**config.mk**
```make
export PLATFORM = sky130hd
export DESIGN_NAME = store_buffer
export DESIGN_NICKNAME = d
export VERILOG_FILES = /design/src/rtl/datapath_pkg.sv /design/src/rtl/sb_fwd_match.sv /design/src/rtl/store_buffer.sv
export SDC_FILE = /design/constraint.sdc
export NUM_CORES = 1
export LEC_CHECK = 0
export CORE_AREA = 5 5 222 224
export DETAILED_ROUTE_END_ITERATION = 8
export DIE_AREA = 0 0 227 229
export GPL_TIMING_DRIVEN = 0
export SKIP_LAST_GASP = 1
export SYNTH_ARGS = -nofsm -noshare
export SYNTH_HDL_FRONTEND = slang
export SYNTH_SLANG_ARGS = --single-unit
```
**constraint.sdc**
```tcl
create_clock -name clk -period 9.1 [get_ports clk]
set_input_delay 2.275 -clock clk [delete_from_list [all_inputs] [get_ports clk]]
set_output_delay 2.275 -clock clk [all_outputs]
set_load 0.005 [all_outputs]
```
**src/rtl/datapath_pkg.sv**
```systemverilog
// Shared datapath types for the store buffer: default widths, fence FSM states
// and the store entry layout.
package datapath_pkg;

  localparam int DEF_ADDR_W = 32;
  localparam int DEF_DATA_W = 32;

  typedef enum logic {
    IDLE  = 1'b0,
    FENCE = 1'b1
  } sb_state_t;

  typedef struct packed {
    logic                  valid;
    logic [DEF_ADDR_W-1:0] addr;
    logic [DEF_DATA_W-1:0] data;
  } sb_entry_t;

endpackage

```
**src/rtl/sb_fwd_match.sv**
```systemverilog
// Youngest-match selector: finds the most recently pushed valid entry whose
// address equals the load address.
module sb_fwd_match
  import datapath_pkg::*;
#(
  parameter  int DEPTH  = 4,
  parameter  int ADDR_W = DEF_ADDR_W,
  parameter  int DATA_W = DEF_DATA_W,
  localparam int PW     = $clog2(DEPTH)
) (
  input  logic [PW-1:0]     head_i,
  input  logic [PW-1:0]     tail_i,
  input  logic [DEPTH-1:0]  valid_i,
  input  logic [ADDR_W-1:0] addr_i [DEPTH],
  input  logic [DATA_W-1:0] data_i [DEPTH],
  input  logic [ADDR_W-1:0] ld_addr_i,
  output logic              hit_o,
  output logic [DATA_W-1:0] data_o
);

  logic [PW-1:0] span;
  logic [PW-1:0] idx;
  logic          in_win;

  // Walk oldest to youngest so a later match overrides an earlier one.
  // A zero span with valid entries means the FIFO is full.
  always_comb begin
    hit_o  = 1'b0;
    data_o = '0;
    span   = tail_i - head_i;
    idx    = head_i;
    in_win = 1'b0;
    for (int k = 0; k < DEPTH; k++) begin
      idx    = head_i + PW'(k);
      in_win = (span == '0) || (PW'(k) < span);
      if (in_win && valid_i[idx] && (addr_i[idx] == ld_addr_i)) begin
        hit_o  = 1'b1;
        data_o = data_i[idx];
      end
    end
  end

endmodule

```
**src/rtl/store_buffer.sv**
```systemverilog
// Circular store buffer ahead of data memory: drains one store per granted cycle,
// forwards buffered data to loads and blocks stores during a fence.
module store_buffer
  import datapath_pkg::*;
#(
  parameter  int DEPTH  = 4,
  parameter  int ADDR_W = DEF_ADDR_W,
  parameter  int DATA_W = DEF_DATA_W,
  localparam int PW     = $clog2(DEPTH),
  localparam int CW     = $clog2(DEPTH) + 1
) (
  input  logic              clk,
  input  logic              rst,
  input  logic              st_valid,
  input  logic [ADDR_W-1:0] st_addr,
  input  logic [DATA_W-1:0] st_data,
  output logic              st_ready,
  input  logic [ADDR_W-1:0] ld_addr,
  output logic              ld_hit,
  output logic [DATA_W-1:0] ld_data,
  input  logic              drain_en,
  output logic              mem_we,
  output logic [ADDR_W-1:0] mem_addr,
  output logic [DATA_W-1:0] mem_data,
  input  logic              fence_req,
  output logic              fence_busy,
  output logic [CW-1:0]     count
);

  sb_state_t         state_q, state_d;
  logic [PW-1:0]     head_q, tail_q;
  logic [CW-1:0]     count_q, count_d;
  logic [DEPTH-1:0]  valid_q;
  logic [ADDR_W-1:0] addr_q [DEPTH];
  logic [DATA_W-1:0] data_q [DEPTH];
  logic              push, pop, empty;

  assign empty      = (count_q == '0);
  assign st_ready   = (count_q != CW'(DEPTH)) && (state_q == IDLE);
  assign push       = st_valid && st_ready;
  assign mem_we     = !empty && drain_en;
  assign pop        = mem_we;
  assign mem_addr   = empty ? '0 : addr_q[head_q];
  assign mem_data   = empty ? '0 : data_q[head_q];
  assign fence_busy = (state_q == FENCE);
  assign count      = count_q;

  always_comb begin
    count_d = count_q;
    if (push && !pop)      count_d = count_q + CW'(1);
    else if (pop && !push) count_d = count_q - CW'(1);
  end

  always_comb begin
    state_d = state_q;
    case (state_q)
      IDLE:    if (fence_req && !empty) state_d = FENCE;
      FENCE:   if (pop && (count_q == CW'(1))) state_d = IDLE;
      default: state_d = IDLE;
    endcase
  end

  always_ff @(posedge clk or posedge rst) begin
    if (rst) begin
      state_q <= IDLE;
      head_q  <= '0;
      tail_q  <= '0;
      count_q <= '0;
      valid_q <= '0;
    end else begin
      state_q <= state_d;
      count_q <= count_d;
      if (pop) begin
        head_q          <= head_q + PW'(1);
        valid_q[head_q] <= 1'b0;
      end
      if (push) begin
        tail_q          <= tail_q + PW'(1);
        valid_q[tail_q] <= 1'b1;
      end
    end
  end

  // Payload needs no reset: every read of it is qualified by count or valid.
  always_ff @(posedge clk) begin
    if (push) begin
      addr_q[tail_q] <= st_addr;
      data_q[tail_q] <= st_data;
    end
  end

  sb_fwd_match #(
    .DEPTH (DEPTH),
    .ADDR_W(ADDR_W),
    .DATA_W(DATA_W)
  ) u_fwd (
    .head_i   (head_q),
    .tail_i   (tail_q),
    .valid_i  (valid_q),
    .addr_i   (addr_q),
    .data_i   (data_q),
    .ld_addr_i(ld_addr),
    .hit_o    (ld_hit),
    .data_o   (ld_data)
  );

endmodule

```
==> results of run 1 <==
## final timing paths
path / start / end / slack [ns] / depth (start not counted)
max in group asynchronous: rst / count[2]$_DFFE_PP0P_ / 6.68 / 2
worst min-delay path: count[0]$_DFFE_PP0P_ / count[0]$_DFFE_PP0P_ / 0.55 / 1
worst min register to register: count[0]$_DFFE_PP0P_ / count[0]$_DFFE_PP0P_ / 0.55 / 1
worst max-delay path: head_q[0]$_DFFE_PP0P_ / ld_data[1] / 0.21 / 21
min in group asynchronous: rst / fence_busy$_DFF_PP0_ / 2.06 / 2
worst max register to register: head_q[0]$_DFFE_PP0P_ / head_q[1]$_DFFE_PP0P_ / 4.51 / 18
## power breakdown
group	total [µW]	internal [µW]	switching [µW]	leakage, µW
clock network	1320	780	540	0.000530
logic	4590	2290	2300	0.00441
registers	1540	1460	86.8	0.00245
total	7450	4530	2920	0.00739
## registers in the layout, indices dropped and copies added (netlist names)
name        count
count           3
fence_busy      1
head_q          2
valid_q         4
tail_q          2
addr_q        128
data_q        128
## routing by layer
metal	wire length, µm	track usage [%]	vias to the layer above
met4	1932	7.774	4
met1	26250	34.83	7043
li1	-	-	5648
met5	24	0	-
met3	5377	4.700	123
met2	30610	37.79	768
## Yosys cell counts, drive strengths merged (8+ instances only)
master and count:
nand4 20, a21oi 11, ha 16, clkbuf 37
nor2b 28, nor2 57, mux2i 64, and4 33
xor2 39, mux2 8, a31oi 34, nand2 68
dfrtp 12, inv 16, and3 8, o21ai 44
o22ai 8, edfxtp 256, buf 81, mux4 227
and2 57, nor4 11, xnor2 84
## cell type report
cell class                      count  area (µm²)
Clock buffer                       44       962.2
Timing Repair Buffer              189        1962
Clock inverter                     18       133.9
Buffer                            118       768.2
Antenna cell                        5       12.51
Sequential cell                   268        7988
Multi-Input combinational cell    877        9771
Inverter                           17       63.81
Fill cell                        4122       24720
Tap cell                          615       769.5
## metrics by stage
stage	cell area (µm²)	hold WS (ns)
final	22430	0.5514
after global routing	22420	0.5663
after detailed placement	21290	0.5470
after CTS	22400	0.5546
after global placement	21160	0.5338
after floorplan	18540	0.5038
## kinds of logic after synthesis
family	after synthesis	synth area share, %
fa+ha+maj	16	1.080
mux	299	31.73
xor+xnor	123	5.810
simple gates	301	9.042
flops	268	43.08
compound gates	138	4.791
buf+inv	135	4.467
## timing repair
action | in CTS | in global routing
buffers inserted | 0 | 0
resized for setup | 2 | 4
setup endpoints to repair | 33 | 24
cloned | 0 | 0
==> results.ini, run 1 <==
[grt]
antenna_found_initial=5
grt_util_all_layers_pct=24.34
grt_pass1_wl_um=94020
grt_pass1_vias=13630
grt_max_degree=49
grt_overflow=0

[die]
ios=204
initial_core_util_pct=39.33
core_area_mm2=0.04715
die_w_um=227
rows=80
dieHeight_um=229
dieArea_mm2=0.05198

[finish]
final_common_cell=edfxtp_1
post-route-util_pct=47.58
area_delta_synth_final_pct=20.97
drive_gt1_share_pct=23.78
finalNonFillerCells=2151
finalNetCount=1623
layout_common_cells=edfxtp_1, mux4_2, clkdlybuf4s50_1, xnor2_1, nand2_1

[pwr]
p_total_uw=7451
cellLeakagePower_uw=0.007390
ir_worst_vdd_v=0.0001433
cellPowerDensity_mw_per_mm2=332.2

[timing]
rsz0062_at_grt=false
hold_viol_final=0
fin_worst_skew_ns=0.01768
finalCriticalPeriod_ns=8.889
finalCritPeriodShare_pct=97.68
timing.fmax_ghz=0.1125
fin_setup_tns_ns=0
setup_violations=0
fin_ws_ns=0.2114
final_max_slew_viol_count=0
worst-slew-pin-transition_ns=1.095
maxSlewHeadroom_pct=27.03

[synth]
yosys_warnings=0
netlist_area_mm2=0.01854
synth_cells=1280
synthTopCellsByArea=edfxtp_1, mux4_2, xnor2_1, mux2i_1, and2_1
synth_seq_cells=268
yosys.cell_types.count=61
post-synth-top-area-cell=edfxtp_1
avgSynthCellArea_um2=14.49
async_flop_share_pct=4.478
synth_enable_flop_cells=256
synth_top_area_share_pct=41.46
synth_top_flop_cell=edfxtp_1
syn-num-nets=1397
seq_area_frac_synth_pct=43.08

[clocking]
cts_tree=built
cts_made_buffers=35
clk_latency_ns=0.55
cts_root_buf=clkbuf_16
htree_levels=2
cts_max_path_buffers=3
cts.hold.buffers_added=0
path_clk_slew_ns=0.06
cts.sinks=268

[routing]
vias_per_cell=6.316
via_count=13590
firstDrtPassIters=6
wirelength_um=64190
drt-initial-drc-count=1441
drc=0
wl_per_cell_um=29.84
postRouteAntennaNets=0

[setup_path]
worstSetupEndpointType=primary output
cp_cell_sequence=buf_6 -> buf_12 -> inv_2 -> buf_2 -> buf_4 -> buf_2 -> ha_1 -> buf_6 -> buf_8 -> buf_12 -> buf_6 -> clkbuf_4 -> mux4_2 -> xnor2_4 -> nand4_1 -> nor4_2 -> nand4_1 -> buf_4 -> buf_2 -> a31oi_1 -> clkdlybuf4s50_1
cp.arrival_ns=6.61
crit_required_ns=6.83
crit_buf_inv=14
worst-path-max-fanout=11
path_class=reg2out
cpPeakStageDelay_ns=0.59
critPathSlowestCell=clkdlybuf4s50_1
crit_family=buffers and inverters
start_kind=register

[placement]
dp_hpwl_um=45900
place_congestion=0.9430
dp_slack_ns=0.2801
place_inst=2084
port-buffer-count=185

[job]
drv_cap=0

[run_status]
status=complete, no violations

[worst_hold_path]
hold_class=reg2reg

(Power assumes the default switching activity.)
==> run 2, diff against run 1 <==
--- a/config.mk
+++ b/config.mk
@@ -5,6 +5,7 @@
 export SDC_FILE = /design/constraint.sdc
 export NUM_CORES = 1
 export LEC_CHECK = 0
+export CAP_MARGIN = 10
 export CORE_AREA = 5 5 222 224
 export DETAILED_ROUTE_END_ITERATION = 8
 export DIE_AREA = 0 0 227 229
==> results of run 2 <==
The final DEF is identical to that of run 1; final timing and power are the same.
